File: config.mk
export PLATFORM = sky130hd
export DESIGN_NAME = fft_stage_sequencer
export DESIGN_NICKNAME = d
export VERILOG_FILES = /design/src/rtl/fft_pkg.sv /design/src/rtl/fft_addr_delay.sv /design/src/rtl/fft_stage_sequencer.sv
export SDC_FILE = /design/constraint.sdc
export NUM_CORES = 1
export LEC_CHECK = 0
export CAP_MARGIN = 20
export CORE_MARGIN = 5
export CORE_UTILIZATION = 45
export DETAILED_ROUTE_END_ITERATION = 12
export HOLD_SLACK_MARGIN = 0.15
export PLACE_DENSITY = 0.69
export SLEW_MARGIN = 0
export SYNTH_ARGS = -nofsm -noshare
export SYNTH_HDL_FRONTEND = slang
export SYNTH_SLANG_ARGS = --single-unit
File: constraint.sdc
create_clock -name clk -period 8.08 [get_ports clk]
set_input_delay 2.02 -clock clk [delete_from_list [all_inputs] [get_ports clk]]
set_output_delay 2.02 -clock clk [all_outputs]
set_load 0.01 [all_outputs]
File: src/rtl/fft_pkg.sv
// fft_pkg: shared state type, default sizing and width helpers for the FFT stage sequencer
package fft_pkg;

    typedef enum logic [1:0] {IDLE, RUN, DRAIN, DONE} fft_seq_state_t;

    localparam int LOG2N_DEF      = 4;
    localparam int MEM_RD_LAT_DEF = 1;
    localparam int BFLY_LAT_DEF   = 3;
    localparam int N              = 1 << LOG2N_DEF;
    localparam int L              = MEM_RD_LAT_DEF + BFLY_LAT_DEF;

    function automatic int stage_w(input int log2n);
        return (log2n > 1) ? $clog2(log2n) : 1;
    endfunction

    function automatic int cnt_w(input int depth);
        return (depth > 1) ? $clog2(depth) : 1;
    endfunction

endpackage

File: src/rtl/fft_addr_delay.sv
// fft_addr_delay: fixed-depth shift register carrying {valid, addr_a, addr_b} to the write-back port
module fft_addr_delay
    import fft_pkg::*;
#(
    parameter int DEPTH = L,
    parameter int AW    = LOG2N_DEF
)(
    input  logic          clk,
    input  logic          rst,
    input  logic          valid,
    input  logic [AW-1:0] addr_a,
    input  logic [AW-1:0] addr_b,
    output logic          late_valid,
    output logic [AW-1:0] late_addr_a,
    output logic [AW-1:0] late_addr_b
);

    logic [2*AW:0] sr [DEPTH];

    // shift the issued butterfly forward one slot per cycle; reset drops everything in flight
    always_ff @(posedge clk or posedge rst) begin
        if (rst) begin
            for (int i = 0; i < DEPTH; i++) sr[i] <= '0;
        end else begin
            sr[0] <= {valid, addr_a, addr_b};
            for (int i = 1; i < DEPTH; i++) sr[i] <= sr[i-1];
        end
    end

    assign {late_valid, late_addr_a, late_addr_b} = sr[DEPTH-1];

endmodule

File: src/rtl/fft_stage_sequencer.sv
// fft_stage_sequencer: walks all radix-2 DIT stages, issuing one butterfly per cycle and its delayed write-back.
// Optional inverse-transform support (inverse / tw_conj ports) is built when FFT_SEQ_IFFT_EN is defined.
module fft_stage_sequencer
    import fft_pkg::*;
#(
    parameter int LOG2N      = LOG2N_DEF,
    parameter int MEM_RD_LAT = MEM_RD_LAT_DEF,
    parameter int BFLY_LAT   = BFLY_LAT_DEF
)(
    input  logic                        clk,
    input  logic                        rst,
    input  logic                        start,
`ifdef FFT_SEQ_IFFT_EN
    input  logic                        inverse,
    output logic                        tw_conj,
`endif
    output logic                        busy,
    output logic                        done,
    output logic                        rd_en,
    output logic [LOG2N-1:0]            rd_addr_a,
    output logic [LOG2N-1:0]            rd_addr_b,
    output logic [LOG2N-2:0]            tw_addr,
    output logic                        wr_en,
    output logic [LOG2N-1:0]            wr_addr_a,
    output logic [LOG2N-1:0]            wr_addr_b,
    output logic [stage_w(LOG2N)-1:0]   stage
);

    localparam int AW  = LOG2N;
    localparam int KW  = LOG2N - 1;
    localparam int SW  = stage_w(LOG2N);
    localparam int LAT = MEM_RD_LAT + BFLY_LAT;
    localparam int DW  = cnt_w(LAT);

    fft_seq_state_t state, nxt;
    logic [KW-1:0]  k;
    logic [DW-1:0]  dcnt;
    logic [SW-1:0]  stage_cnt;
    logic [AW-1:0]  half, pos, grp, addr_a, addr_b;
    logic [KW-1:0]  tw;
    logic           last_k, last_drain, last_stage;

    assign last_k     = k == {KW{1'b1}};
    assign last_drain = dcnt == DW'(LAT - 1);
    assign last_stage = stage_cnt == SW'(LOG2N - 1);

    // state register
    always_ff @(posedge clk or posedge rst) begin
        if (rst) state <= IDLE;
        else     state <= nxt;
    end

    // next state: run N/2 butterflies, drain the pipeline, repeat per stage, then signal completion
    always_comb begin
        nxt = state == IDLE  ? (start ? RUN : IDLE) :
              state == RUN   ? (last_k ? DRAIN : RUN) :
              state == DRAIN ? (last_drain ? (last_stage ? DONE : RUN) : DRAIN) :
                               IDLE;
    end

    // butterfly index, drain length and stage counters
    always_ff @(posedge clk or posedge rst) begin
        if (rst) begin
            k         <= '0;
            dcnt      <= '0;
            stage_cnt <= '0;
        end else begin
            k         <= (state == RUN) ? k + KW'(1) : '0;
            dcnt      <= (state == DRAIN) ? dcnt + DW'(1) : '0;
            stage_cnt <= (state == DRAIN && last_drain && !last_stage) ? stage_cnt + SW'(1) :
                         (state == RUN || state == DRAIN) ? stage_cnt : '0;
        end
    end

    // in-place DIT addressing: pairs are half apart inside groups of 2*half, twiddle stride shrinks per stage
    always_comb begin
        half   = AW'(1) << stage_cnt;
        pos    = {1'b0, k} & (half - AW'(1));
        grp    = {1'b0, k} >> stage_cnt;
        addr_a = ((grp << stage_cnt) << 1) | pos;
        addr_b = addr_a + half;
        tw     = KW'({pos, {KW{1'b0}}} >> stage_cnt);
    end

    // outputs decoded from state; addresses held at zero outside issue cycles
    always_comb begin
        rd_en     = state == RUN;
        busy      = state != IDLE;
        done      = state == DONE;
        rd_addr_a = rd_en ? addr_a : '0;
        rd_addr_b = rd_en ? addr_b : '0;
        tw_addr   = rd_en ? tw : '0;
        stage     = stage_cnt;
    end

    fft_addr_delay #(.DEPTH(LAT), .AW(AW)) u_wb (
        .clk         (clk),
        .rst         (rst),
        .valid       (rd_en),
        .addr_a      (rd_addr_a),
        .addr_b      (rd_addr_b),
        .late_valid  (wr_en),
        .late_addr_a (wr_addr_a),
        .late_addr_b (wr_addr_b)
    );

`ifdef FFT_SEQ_IFFT_EN
    logic inv_q;

    // hold the transform direction from start acceptance until DONE is left
    always_ff @(posedge clk or posedge rst) begin
        if (rst)                          inv_q <= 1'b0;
        else if (state == IDLE && start)  inv_q <= inverse;
        else if (state == DONE)           inv_q <= 1'b0;
    end

    assign tw_conj = inv_q;
`endif

endmodule

**Yosys cells after proc, flatten, opt, wreduce, memory -nomap -nowiden**

Index checks and enable logic that the tools add are counted.

- Mux-type cells: 14
- Bitwise gates (word level): 2
- Shifts and indexed selects: 4
- Add/subtract/negate cells: 5
- Reductions and logical operators: 6
- Equality and inequality tests: 7

Operators with widths:

| cell | count |
|---|---|
| $mux 2 | 9 |
| $eq 2x2->1 const B | 4 |
| $mux 4 | 2 |
| $shr 7x2->3 | 1 |
| $mux 3 | 2 |
| $add 2x1->2 const B | 2 |
| $add 4x4->4 | 1 |
| $and 3x4->4 | 1 |
| $or 4x4->4 | 1 |
| $shl 1x2->4 const A | 1 |
| $shl 4x2->3 | 1 |
| $shr 3x2->4 | 1 |
| $sub 4x1->4 const B | 1 |
| $add 3x1->3 const B | 1 |
| $eq 3x3->1 const B | 1 |
| $eq 2x1->1 const B | 1 |
| $logic_and 1x1->1 | 2 |
| $logic_not 2->1 | 1 |
| $ne 2x2->1 const B | 1 |
| $reduce_bool 2->1 | 1 |
| $logic_not 1->1 | 1 |
| $logic_or 1x1->1 | 1 |
| $mux 1 | 1 |

- Output and inout port bits: 25
- Bits in registers: 45
- Bits of input ports: 3

**Logic depth before layout (Yosys ltp)**

- Depth in word-level cells: 6
- Mapped depth: 8
- Depth with buffers taken out: 8

**By module**

Synthesis repeated with hierarchy kept, for this count alone.

- Cell total of the unflattened synthesis: 122
- Area, all modules: 1686.6 sq um

By module, submodules not included:

| module | sequential area each (sq um) | cells an instance | area an instance (sq um) | times used |
|---|---|---|---|---|
| fft_addr_delay | 900.9 | 45 | 964.7 | 1 |
| fft_stage_sequencer | 225.2 | 77 | 721.9 | 1 |

**Worst setup path before layout**

Ideal clock, no wire load.

- Kind: reg2out
- Start point: register stage_cnt[0], in the netlist stage[0]
- End point: output rd_addr_b[3]
- Arrival: 2.164 ns
- Slack: 3.896 ns
- Stages on the path, launching flop included: 9
- Cell sequence: dfrtp_1 > inv_1 > ha_1 > xnor2_1 > a32o_1 > ha_1 > a21oi_1 > xnor2_1 > mux2_2

- Cells in the longest elaborated chain, start to end: 6
- Elaborated cells between the ends (all ways): 8
- Those cells by class: 2 x add/sub; 3 x shift; 1 x mux; 2 x bitwise

RTL lines:

| what | RTL line | source |
|---|---|---|
| start: declaration | fft_stage_sequencer.sv:38 | `logic [SW-1:0] stage_cnt;` |
| start signal: assignment | fft_stage_sequencer.sv:70 | `stage_cnt <= (state == DRAIN && last_drain && !last_stage) ? stage_cnt + SW'(1) :` |
| $shl 1x2->4 | fft_stage_sequencer.sv:77 | `half = AW'(1) << stage_cnt;` |
| $sub 4x1->4 | fft_stage_sequencer.sv:78 | `pos = {1'b0, k} & (half - AW'(1));` |
| $and 3x4->4 | fft_stage_sequencer.sv:78 |  |
| $or 4x4->4 | fft_stage_sequencer.sv:80 | `addr_a = ((grp << stage_cnt) << 1) \| pos;` |
| $add 4x4->4 (*) | fft_stage_sequencer.sv:81 | `addr_b = addr_a + half;` |
| $mux 4 (*) | fft_stage_sequencer.sv:91 | `rd_addr_b = rd_en ? addr_b : '0;` |
| end: declaration | fft_stage_sequencer.sv:21 | `output logic [LOG2N-1:0] rd_addr_b,` |

Mark *: on every way between the ends. The rest lies on a longest branch, timed or not.

**Worst setup path after layout**

Ends and elaborated chain as after synthesis.

==> flow_summary.ini <==
[synth]
synthArstFlopShare = 1.00
seq_area_frac_synth = 0.663
syn-num-nets = 139
netlist_instances = 121
syn_avg_cell_area_um2 = 14.0
ys_top_cells_by_count = dfrtp_1, ha_1, buf_4
yosys.area.top_type = dfrtp_1
synth-seq-cells = 45
synth.most_common_cell = dfrtp_1
synth_top_area_share = 0.663
yosys_warnings = 0
synth_area_leaders = dfrtp_1, ha_1, buf_4
synth_ff_type = dfrtp_1
synthesis.area_mm2 = 0.00170
synth_edf_count = 0
synth.distinct_cells = 29

[min_path]
worstHoldPathCells = 0
min_to = u_wb.late_addr_a[1]
hold_path_class = reg -> reg
hold_start = u_wb.sr[14]

[sta]
worst_slack_ns = 2.96
rsz0062_at_grt = no
period_needed_ns = 5.12
worst_clock_skew_ns = 0.00236
period_share = 0.634
slew_headroom = 0.653
fmax_mhz = 195
final-max-slew-violation-count = 0
finalHoldViolCount = 0
worstMarginPinSlew_ns = 0.521
setup_violations = 0
fin_setup_tns_ns = 0

[floorplan]
initial_utilization = 0.464
io_pins = 28
die-area_mm2 = 0.00510
die_w_um = 71.4
core_mm2 = 0.00366
row_count = 22
die_y_um = 71.4

[clock_network]
cts-resized-gates = 0
cts_setup_buffers = 0
clock_path_buffers = 2
cts_made_buffers = 5
ctsHoldBuffers = 0
cts_max_level = 2
clk_pin_slew_ns = 0.08
clock-root-buffer = clkbuf_8
cts_sinks = 45
insertion_delay_ns = 0.29
cts_tree = yes

[global_route]
grt_max_degree = 46
antenna_found_initial = 0
grtUsageTotal = 0.114
grt_overflow = 0
grt_first_pass_wirelength_mm = 4.58
first_global_vias = 1018

[critical_path]
r2r_end = u_wb.sr[30]
r2r_slack_ns = 5.64
end_kind = output port
critPathMaxFanout = 12
crit_required_ns = 6.06
reg2reg_depth = 8
arrival_ns = 3.10
r2r-start = stage[0]
start_kind = register
path_class = reg -> out

[finish]
area_growth_pct = 23.0
drive_gt1_frac = 0.0878
nets = 165
ff_latch_area_mm2 = 0.00113
n_fill_cell = 294
diodes = 0
final_core_util = 0.571
multi_input_area_um2 = 483

[routing]
first_iter_violations = 35
wl_per_cell_um = 12.4
drc = 0
vias_per_cell = 4.69
drt-pass1-iter-count = 4
vias = 920
drtAntennaViolNets = 0
routed_wirelength_mm = 2.43

[placed_design]
place_hpwl_mm = 1.79
dp_slack_ns = 3.30
place.port_buffers = 27
gp_congestion = 0.935

[outcome]
status = finished clean

[flow_run]
drv_cap = 0

[power]
power_leakage_nw = 1.04
p_total_mw = 0.398
powerDensity_mw_per_mm2 = 191
ir_drop_mv = 0.117
==> sequential cells by signal, indices dropped and copies added, names as in the netlist <==
| register | flops |
|---|---|
| state | 2 |
| k | 3 |
| u_wb.late_valid | 1 |
| u_wb.late_addr_b | 4 |
| dcnt | 2 |
| u_wb.late_addr_a | 4 |
| stage | 2 |
| u_wb.sr | 27 |
==> per-stage QoR <==
stage	area [um^2]	hold WS [ns]	cells
2_1_floorplan	1700	0.331	121
3_3_place_gp	1970	0.332	188
3_5_place_dp	1970	0.335	188
4_1_cts	2090	0.351	196
5_1_grt	2090	0.360	196
6_report	2090	0.350	196
==> logic make-up (layout without fill, tap and decap cells) <==
group                    count (synthesis)  in the layout  synth area share
AO/OA/AOI/OAI                           13             13            0.0486
multiplexers                             2              2            0.0133
buffers and inverters                   16             43            0.0530
XOR/XNOR                                 3              3            0.0155
other                                    1              1           0.00221
adder cells (fa/ha/maj)                 15             15             0.115
AND/OR/NAND/NOR                         26             26            0.0898
flip-flops                              45             45             0.663
==> per-layer routing <==
metal | up-vias | track usage | share of wire
li1 | 440 | - | -
met1 | 455 | 0.131 | 0.41
met2 | 22 | 0.200 | 0.52
met3 | 3 | 0.0379 | 0.050
met4 | 0 | 0.0397 | 0.012
met5 | - | 0 | 0
==> power by group <==
group / switching (mW) / leakage [nW] / total (mW) / internal [mW]
clock: 0.0735 / 0.0591 / 0.168 / 0.0942
sequential: 0 / 0.629 / 0.225 / 0.225
combinational: 0.00433 / 0.350 / 0.00570 / 0.00137
==> worst max-delay path, stage by stage (launching register included) <==
cell,delay [ns]
dfrtp_1,0.57
inv_1,0.16
ha_1,0.28
xnor2_1,0.18
a32o_1,0.27
ha_1,0.19
a21oi_1,0.17
xnor2_1,0.15
mux2_2,0.36
clkdlybuf4s50_1,0.48
==> layout by cell type, fill, tap and decap left out, drive strengths merged <==
cell type       n
nand3           2
nand3b          2
o22ai           1
fa              1
clkbuf          5
dfrtp          45
mux2            2
a22o            1
a32o            1
bufinv          1
nand2           6
clkdlybuf4s50  27
xnor2           2
and3b           1
o21ai           3
buf             1
a31oi           2
and3            2
o21a            1
ha             14
xor2            1
inv             8
nand2b          1
a21boi          1
nor2            2
a21oi           3
conb            1
and2            7
clkinv          1
nor3b           1
nor2b           2
==> worst max path at each step <==
| stage | start | end | slack, ns | cells after the start |
|---|---|---|---|---|
| 6_report | stage[0] | rd_addr_b[3] | 2.96 | 9 |
| 5_1_grt | stage[0] | rd_addr_b[3] | 2.78 | 9 |
| 4_1_cts | stage[0] | rd_addr_b[3] | 2.95 | 9 |
| 3_5_place_dp | stage[0] | rd_addr_b[3] | 3.30 | 9 |
| 3_3_place_gp | stage[0] | rd_addr_b[3] | 3.40 | 9 |
| 2_1_floorplan | stage[0] | rd_addr_b[3] | 3.90 | 8 |
==> cell type report <==
class,instances,area share
Clock inverter,3,0.0228
Inverter,7,0.0126
Timing Repair Buffer,28,0.133
Sequential cell,45,0.539
Multi-Input combinational cell,60,0.231
Tap cell,48,0.0287
Clock buffer,5,0.0329
Note: power is estimated with default switching activity, not from simulation.
